===== src/rtl/inst_fetch_buf_if.sv =====
// Fetch-stage bundle: instruction memory port, branch redirect and decoder window.
// The master modport is the fetch buffer; the slave modport is its environment.
interface inst_fetch_buf_if;
  logic        memReq;
  logic [31:0] memAddr;
  logic        memAck;
  logic [31:0] memData;
  logic        brRedir;
  logic [31:0] brPc;
  logic [3:0]  idStepPc;
  logic        ifValid;
  logic [31:0] istrWord;
  logic [31:0] istrPc;

  modport master (
    output memReq, memAddr, ifValid, istrWord, istrPc,
    input  memAck, memData, brRedir, brPc, idStepPc
  );

  modport slave (
    input  memReq, memAddr, ifValid, istrWord, istrPc,
    output memAck, memData, brRedir, brPc, idStepPc
  );
endinterface


===== src/rtl/inst_fetch_buf.sv =====
// Instruction prefetch buffer: word fetches are split into halfwords in a circular
// queue, and the decoder sees a 32-bit window at the queue head.
module inst_fetch_buf #(
  parameter int          QDEPTH   = 8,
  parameter logic [31:0] RESET_PC = 32'h0000_0000
) (
  input  logic           clk,
  input  logic           reset,
  inst_fetch_buf_if.master bus
);
  localparam int PW = $clog2(QDEPTH);
  localparam int CW = PW + 1;
  localparam logic [CW-1:0] ISSUE_MAX = CW'(QDEPTH - 2);

  typedef enum logic [1:0] {
    S_IDLE = 2'd0,
    S_WAIT = 2'd1,
    S_DROP = 2'd2
  } state_t;

  state_t        r_state;
  logic          r_mem_req;
  logic [31:0]   r_mem_addr;
  logic [31:0]   r_pend_addr;
  logic          r_skip_lo;
  logic [31:0]   r_pc;
  logic [15:0]   r_q [QDEPTH];
  logic [PW-1:0] r_head;
  logic [PW-1:0] r_tail;
  logic [CW-1:0] r_count;

  logic [31:0]   w_br_pc;
  logic [31:0]   w_br_addr;
  logic          w_if_valid;
  logic          w_ack_ok;
  logic [1:0]    w_push;
  logic [1:0]    w_pop;
  logic [PW-1:0] w_head1;
  logic [PW-1:0] w_tail1;
  logic [31:0]   w_istr_word;

  assign w_br_pc    = bus.brPc & 32'hFFFF_FFFE;
  assign w_br_addr  = w_br_pc & 32'hFFFF_FFFC;
  assign w_if_valid = (r_count >= CW'(2));
  assign w_ack_ok   = (r_state == S_WAIT) && bus.memAck && !bus.brRedir;
  assign w_head1    = r_head + PW'(1);
  assign w_tail1    = r_tail + PW'(1);

  assign bus.memReq   = r_mem_req;
  assign bus.memAddr  = r_mem_addr;
  assign bus.ifValid  = w_if_valid;
  assign bus.istrWord = w_istr_word;
  assign bus.istrPc   = r_pc;

  // Halfwords enqueued and popped this cycle; a redirect overrides both.
  always_comb begin
    w_push = 2'd0;
    w_pop  = 2'd0;
    if (w_ack_ok) begin
      w_push = r_skip_lo ? 2'd1 : 2'd2;
    end else begin
      w_push = 2'd0;
    end
    if (w_if_valid && !bus.brRedir) begin
      case (bus.idStepPc)
        4'd2:    w_pop = 2'd1;
        4'd4:    w_pop = 2'd2;
        default: w_pop = 2'd0;
      endcase
    end else begin
      w_pop = 2'd0;
    end
  end

  // Decoder window at the queue head, forced to zero until two halfwords exist.
  always_comb begin
    w_istr_word = 32'd0;
    if (w_if_valid) begin
      w_istr_word = {r_q[w_head1], r_q[r_head]};
    end else begin
      w_istr_word = 32'd0;
    end
  end

  // Fetch FSM: one request in flight; DROP swallows the reply of a pre-redirect request.
  always_ff @(posedge clk) begin
    if (reset) begin
      r_state     <= S_IDLE;
      r_mem_req   <= 1'b0;
      r_mem_addr  <= RESET_PC & 32'hFFFF_FFFC;
      r_pend_addr <= RESET_PC & 32'hFFFF_FFFC;
      r_skip_lo   <= RESET_PC[1];
    end else begin
      if (bus.brRedir) begin
        r_skip_lo <= w_br_pc[1];
      end else if (w_ack_ok) begin
        r_skip_lo <= 1'b0;
      end
      case (r_state)
        S_IDLE: begin
          if (bus.brRedir) begin
            r_mem_addr <= w_br_addr;
          end else if (r_count <= ISSUE_MAX) begin
            r_mem_req <= 1'b1;
            r_state   <= S_WAIT;
          end
        end
        S_WAIT: begin
          if (bus.memAck) begin
            r_mem_req  <= 1'b0;
            r_state    <= S_IDLE;
            r_mem_addr <= bus.brRedir ? w_br_addr : (r_mem_addr + 32'd4);
          end else if (bus.brRedir) begin
            r_pend_addr <= w_br_addr;
            r_state     <= S_DROP;
          end
        end
        S_DROP: begin
          if (bus.memAck) begin
            r_mem_req  <= 1'b0;
            r_state    <= S_IDLE;
            r_mem_addr <= bus.brRedir ? w_br_addr : r_pend_addr;
          end else if (bus.brRedir) begin
            r_pend_addr <= w_br_addr;
          end
        end
        default: begin
          r_state   <= S_IDLE;
          r_mem_req <= 1'b0;
        end
      endcase
    end
  end

  // Halfword queue storage, pointers, occupancy and decode PC.
  always_ff @(posedge clk) begin
    if (reset) begin
      for (int i = 0; i < QDEPTH; i++) begin
        r_q[i] <= 16'd0;
      end
      r_head  <= '0;
      r_tail  <= '0;
      r_count <= '0;
      r_pc    <= RESET_PC;
    end else if (bus.brRedir) begin
      r_head  <= '0;
      r_tail  <= '0;
      r_count <= '0;
      r_pc    <= w_br_pc;
    end else begin
      if (w_ack_ok) begin
        if (r_skip_lo) begin
          r_q[r_tail] <= bus.memData[31:16];
        end else begin
          r_q[r_tail]  <= bus.memData[15:0];
          r_q[w_tail1] <= bus.memData[31:16];
        end
      end
      r_head  <= r_head + PW'(w_pop);
      r_tail  <= r_tail + PW'(w_push);
      r_count <= r_count + CW'(w_push) - CW'(w_pop);
      r_pc    <= r_pc + {29'd0, w_pop, 1'b0};
    end
  end
endmodule

===== src/flat_wrapper.sv =====
// flat-port wrapper written by rule: the top's interface ports become plain ports
module inst_fetch_buf_flat 
#(
  parameter int          QDEPTH   = 8,
  parameter logic [31:0] RESET_PC = 32'h0000_0000
)
  (clk, reset, bus_memReq, bus_memAddr, bus_ifValid, bus_istrWord, bus_istrPc, bus_memAck, bus_memData, bus_brRedir, bus_brPc, bus_idStepPc);
  inst_fetch_buf_if bus_i ();
  input  logic clk;
  input  logic reset;
  output wire logic [$bits(bus_i.memReq)-1:0] bus_memReq;
  output wire logic [$bits(bus_i.memAddr)-1:0] bus_memAddr;
  output wire logic [$bits(bus_i.ifValid)-1:0] bus_ifValid;
  output wire logic [$bits(bus_i.istrWord)-1:0] bus_istrWord;
  output wire logic [$bits(bus_i.istrPc)-1:0] bus_istrPc;
  input wire logic [$bits(bus_i.memAck)-1:0] bus_memAck;
  input wire logic [$bits(bus_i.memData)-1:0] bus_memData;
  input wire logic [$bits(bus_i.brRedir)-1:0] bus_brRedir;
  input wire logic [$bits(bus_i.brPc)-1:0] bus_brPc;
  input wire logic [$bits(bus_i.idStepPc)-1:0] bus_idStepPc;
  assign bus_memReq = bus_i.memReq;
  assign bus_memAddr = bus_i.memAddr;
  assign bus_ifValid = bus_i.ifValid;
  assign bus_istrWord = bus_i.istrWord;
  assign bus_istrPc = bus_i.istrPc;
  assign bus_i.memAck = bus_memAck;
  assign bus_i.memData = bus_memData;
  assign bus_i.brRedir = bus_brRedir;
  assign bus_i.brPc = bus_brPc;
  assign bus_i.idStepPc = bus_idStepPc;
  inst_fetch_buf #(.QDEPTH(QDEPTH), .RESET_PC(RESET_PC)) u_core (.clk(clk), .reset(reset), .bus(bus_i));
endmodule

===== config.mk =====
export PLATFORM = sky130hd
export DESIGN_NAME = inst_fetch_buf_flat
export DESIGN_NICKNAME = d
export VERILOG_FILES = /design/src/rtl/inst_fetch_buf_if.sv /design/src/rtl/inst_fetch_buf.sv /design/src/flat_wrapper.sv
export SDC_FILE = /design/constraint.sdc
export NUM_CORES = 1
export LEC_CHECK = 0
export CAP_MARGIN = 15
export CORE_AREA = 2 2 159 161
export CTS_CLUSTER_SIZE = 16
export DETAILED_ROUTE_END_ITERATION = 12
export DIE_AREA = 0 0 161 163
export GPL_TIMING_DRIVEN = 0
export PLACE_DENSITY = 0.8
export REMOVE_ABC_BUFFERS = 1
export SKIP_LAST_GASP = 1
export SLEW_MARGIN = 20
export SYNTH_ARGS = -nofsm -noshare
export SYNTH_HDL_FRONTEND = slang
export SYNTH_SLANG_ARGS = --single-unit

===== constraint.sdc =====
create_clock -name clk -period 5.05 [get_ports clk]
set_input_delay 0.7575 -clock clk [delete_from_list [all_inputs] [get_ports clk]]
set_output_delay 0.7575 -clock clk [all_outputs]
set_load 0.01 [all_outputs]

==> results.yml <==
sta:
  worst_pin_slew_ns: 1.11
  rsz0062_at_grt: "no"
  fin_tns_setup_ns: 0
  clock_skew_ns: 0.0106
  fmax_ghz: 0.216
  setup_viol: 0
  final-hold-violation-count: 0
  final_max_slew_viol_count: 0
  fin_crit_sh_pct: 91.5
  slew_headroom_pct: 26.0
  fin_crit_ns: 4.62
routing:
  dr.pass1.iters: 5
  wl_per_cell_microns: 23.7
  drtIter0Drc: 1399
  routed_via_density: 6.78
  route.detailed.drc: 0
  wl_mm: 43.0
  num_vias: 12300
  ant_nets: 0
logic_synthesis:
  yosysWarnings: 0
  ys_types: 68
  seq_area_frac_synth_pct: 43.8
  synthesis.area_sq_um: 13700
  synth_seq_cells: 237
  postSynthCellCount: 1371
  async_flop_share_pct: 0
  yosys_most_used_dff: "edfxtp_1"
  synth-edff-count: 128
  syn_avg_cell_area_sq_um: 10.0
global_route:
  grt_pass1_vias: 12000
  grt_pass1_wl_mm: 66.2
  grt_max_degree: 60
  grt_usage_pct: 32.2
  antenna_found_initial: 2
  grt_remaining_overflow: 0
cts:
  cts.repair.resized: 0
  cts_tree: "done"
  clkSinkCount: 237
  clkTransAtPathRegs_ns: 0.06
  htreeDepth: 1
  clkLatencyLatePin_ns: 0.53
  cts_max_path_buffers: 3
  hold_buffers: 0
  cts_root_buf: "clkbuf_16"
  cts_buffers: 25
  cts_setup_buffers: 0
min_path:
  hold_path_class: "flip-flop to flip-flop"
  min_path_cells: 2
die:
  coreArea_sq_um: 24700
  start_util_pct: 55.7
  dieArea_sq_um: 26200
  ios: 170
  die_h_microns: 163
  rows: 58
  dieWidth_microns: 161
critical_path:
  crit_arrival_ns: 4.76
  required_ns: 5.19
  cp_cell_sequence: "ha_1, nor2b_2, nand3b_1, or2_2, nor4_4, buf_6, buf_6, or3_1"
  worstSetupStartpointType: "flip-flop"
  path_common_cell: "buf_6"
  cp_slowest_cell: "or3_1"
  critical_path_class: "flip-flop to flip-flop"
  cp_max_fo: 20
  cpPeakStageDelay_ns: 0.77
  crit_path_end_kind: "flip-flop"
  ff2ff_path_depth: 8
run_status:
  status: "finished, final reports clean"
placement:
  io_buffers: 167
  globalplace.congestion: 0.925
  placed_area_sq_um: 15800
  dp_hpwl_mm: 27.6
finish:
  drive_above_1_share_pct: 11.4
  final_area_sq_um: 16700
  layout_common_cells: "nand2_1 (208), clkdlybuf4s50_1 (165), edfxtp_1 (128), dfxtp_1 (106), o21ai_0 (96)"
  final_common_cell: "nand2_1"
  syn2layout_area_growth_pct: 21.2
  nets: 1561
  fill_cells: 1833
power_and_ir_drop:
  p_leak_nw: 5.53
  peakVddDrop_mv: 0.267
  power_per_cell_area_nw_per_um2: 304
run:
  max_cap_violations: 0
-- worst max-delay path, delay by kind of cell, from the launching register on --
kind,cells,cell delay [ns]
simple gates,5,2.92
buf+inv,2,0.38
fa+ha+maj,1,0.51
flops,1,0.41
-- metal layers --
| metal | global-route usage [%] | share of wire [%] | up-vias |
|---|---|---|---|
| met5 | 0 | 0.026 | - |
| met2 | 53.1 | 47 | 916 |
| li1 | - | - | 5371 |
| met4 | 12.0 | 3.3 | 2 |
| met1 | 42.5 | 38 | 5899 |
| met3 | 6.21 | 12 | 129 |
-- synth_stat cells, drive strengths merged (3+ instances only) --
library cell	count	area (sq um)
a211o	3	26.3
a211oi	38	285
a21o	4	30.0
a21oi	75	375
a221o	7	70.1
a221oi	24	210
a22o	11	96.3
a311o	8	80.1
a311oi	7	61.3
a31oi	6	37.5
and2	6	38.8
and3	10	63.8
and4	8	70.1
buf	37	166
clkbuf	86	365
dfxtp	109	2180
edfxtp	128	3840
fa	5	100
ha	17	213
inv	38	143
mux2i	36	360
mux4	64	1440
nand2	209	785
nand2b	3	18.8
nand3	27	145
nand3b	3	22.5
nand4	18	119
nor2	83	312
nor2b	8	52.6
nor3	26	140
nor3b	3	22.5
nor4	12	100
o21a	4	30.0
o21ai	96	480
o2bb2ai	65	569
o31ai	6	45.0
or2	3	18.8
or3	16	103
or4	8	63.8
xnor2	23	201
xor2	15	131
-- flip-flops by register name, indices dropped and copies added, names as in the netlist --
signal,count
u_core.r_state,2
u_core.r_q,128
u_core.bus.memReq,1
u_core.bus.istrPc,31
u_core.bus.memAddr,32
u_core.r_pend_addr,32
u_core.r_head,3
u_core.r_count,4
u_core.r_skip_lo,1
u_core.r_tail,3
-- kinds of logic after synthesis --
logic type,count (synthesis),synth area share (%)
XOR/XNOR,38,2.42
multiplexers,100,13.1
AO/OA/AOI/OAI,365,18.1
AND/OR/NAND/NOR,446,15.3
other,1,0.0273
buffers and inverters,162,4.93
flip-flops,237,43.8
adder cells (fa/ha/maj),22,2.28
-- metrics by stage --
step | worst slack, ns | util (%) | total power [mW] | hold slack [ns] | cells
final | 0.428 | 67.5 | 5.07 | 0.454 | 1816
after global routing | 0.332 | 67.5 | 5.21 | 0.475 | 1816
after CTS | 0.526 | 67.5 | 5.04 | 0.456 | 1815
after detailed placement | 0.401 | 63.9 | 3.09 | 0.448 | 1770
after global placement | -3.18 | 62.0 | 3.05 | 0.441 | 1745
after floorplan | -0.129 | - | 2.65 | 0.430 | 1248
-- power by group --
| part | switching, mW | internal [mW] |
|---|---|---|
| Combinational | 0.445 | 0.364 |
| Sequential | 0.130 | 2.14 |
| Clock | 0.770 | 1.22 |
-- layout make-up --
class	count	area, sq um	area share (%)
Sequential cell	237	6030	36.2
Timing Repair Buffer	192	2020	12.1
Clock buffer	34	701	4.21
Clock inverter	11	180	1.08
Multi-Input combinational cell	972	7160	43.0
Antenna cell	1	2.50	0.0150
Tap cell	330	413	2.48
Inverter	39	148	0.886
-- path summary, 6_finish.rpt --
| kind | from | to | slack (ns) |
|---|---|---|---|
| max | u_core.r_state[0] | u_core.r_q[5][15] | 0.43 |
| min | u_core.r_pend_addr[24] | u_core.r_pend_addr[24] | 0.45 |
| max reg2reg | u_core.r_state[0] | u_core.r_q[5][15] | 0.43 |
| min reg2reg | u_core.r_pend_addr[24] | u_core.r_pend_addr[24] | 0.45 |
No activity file was read; power rests on OpenSTA's default activity.
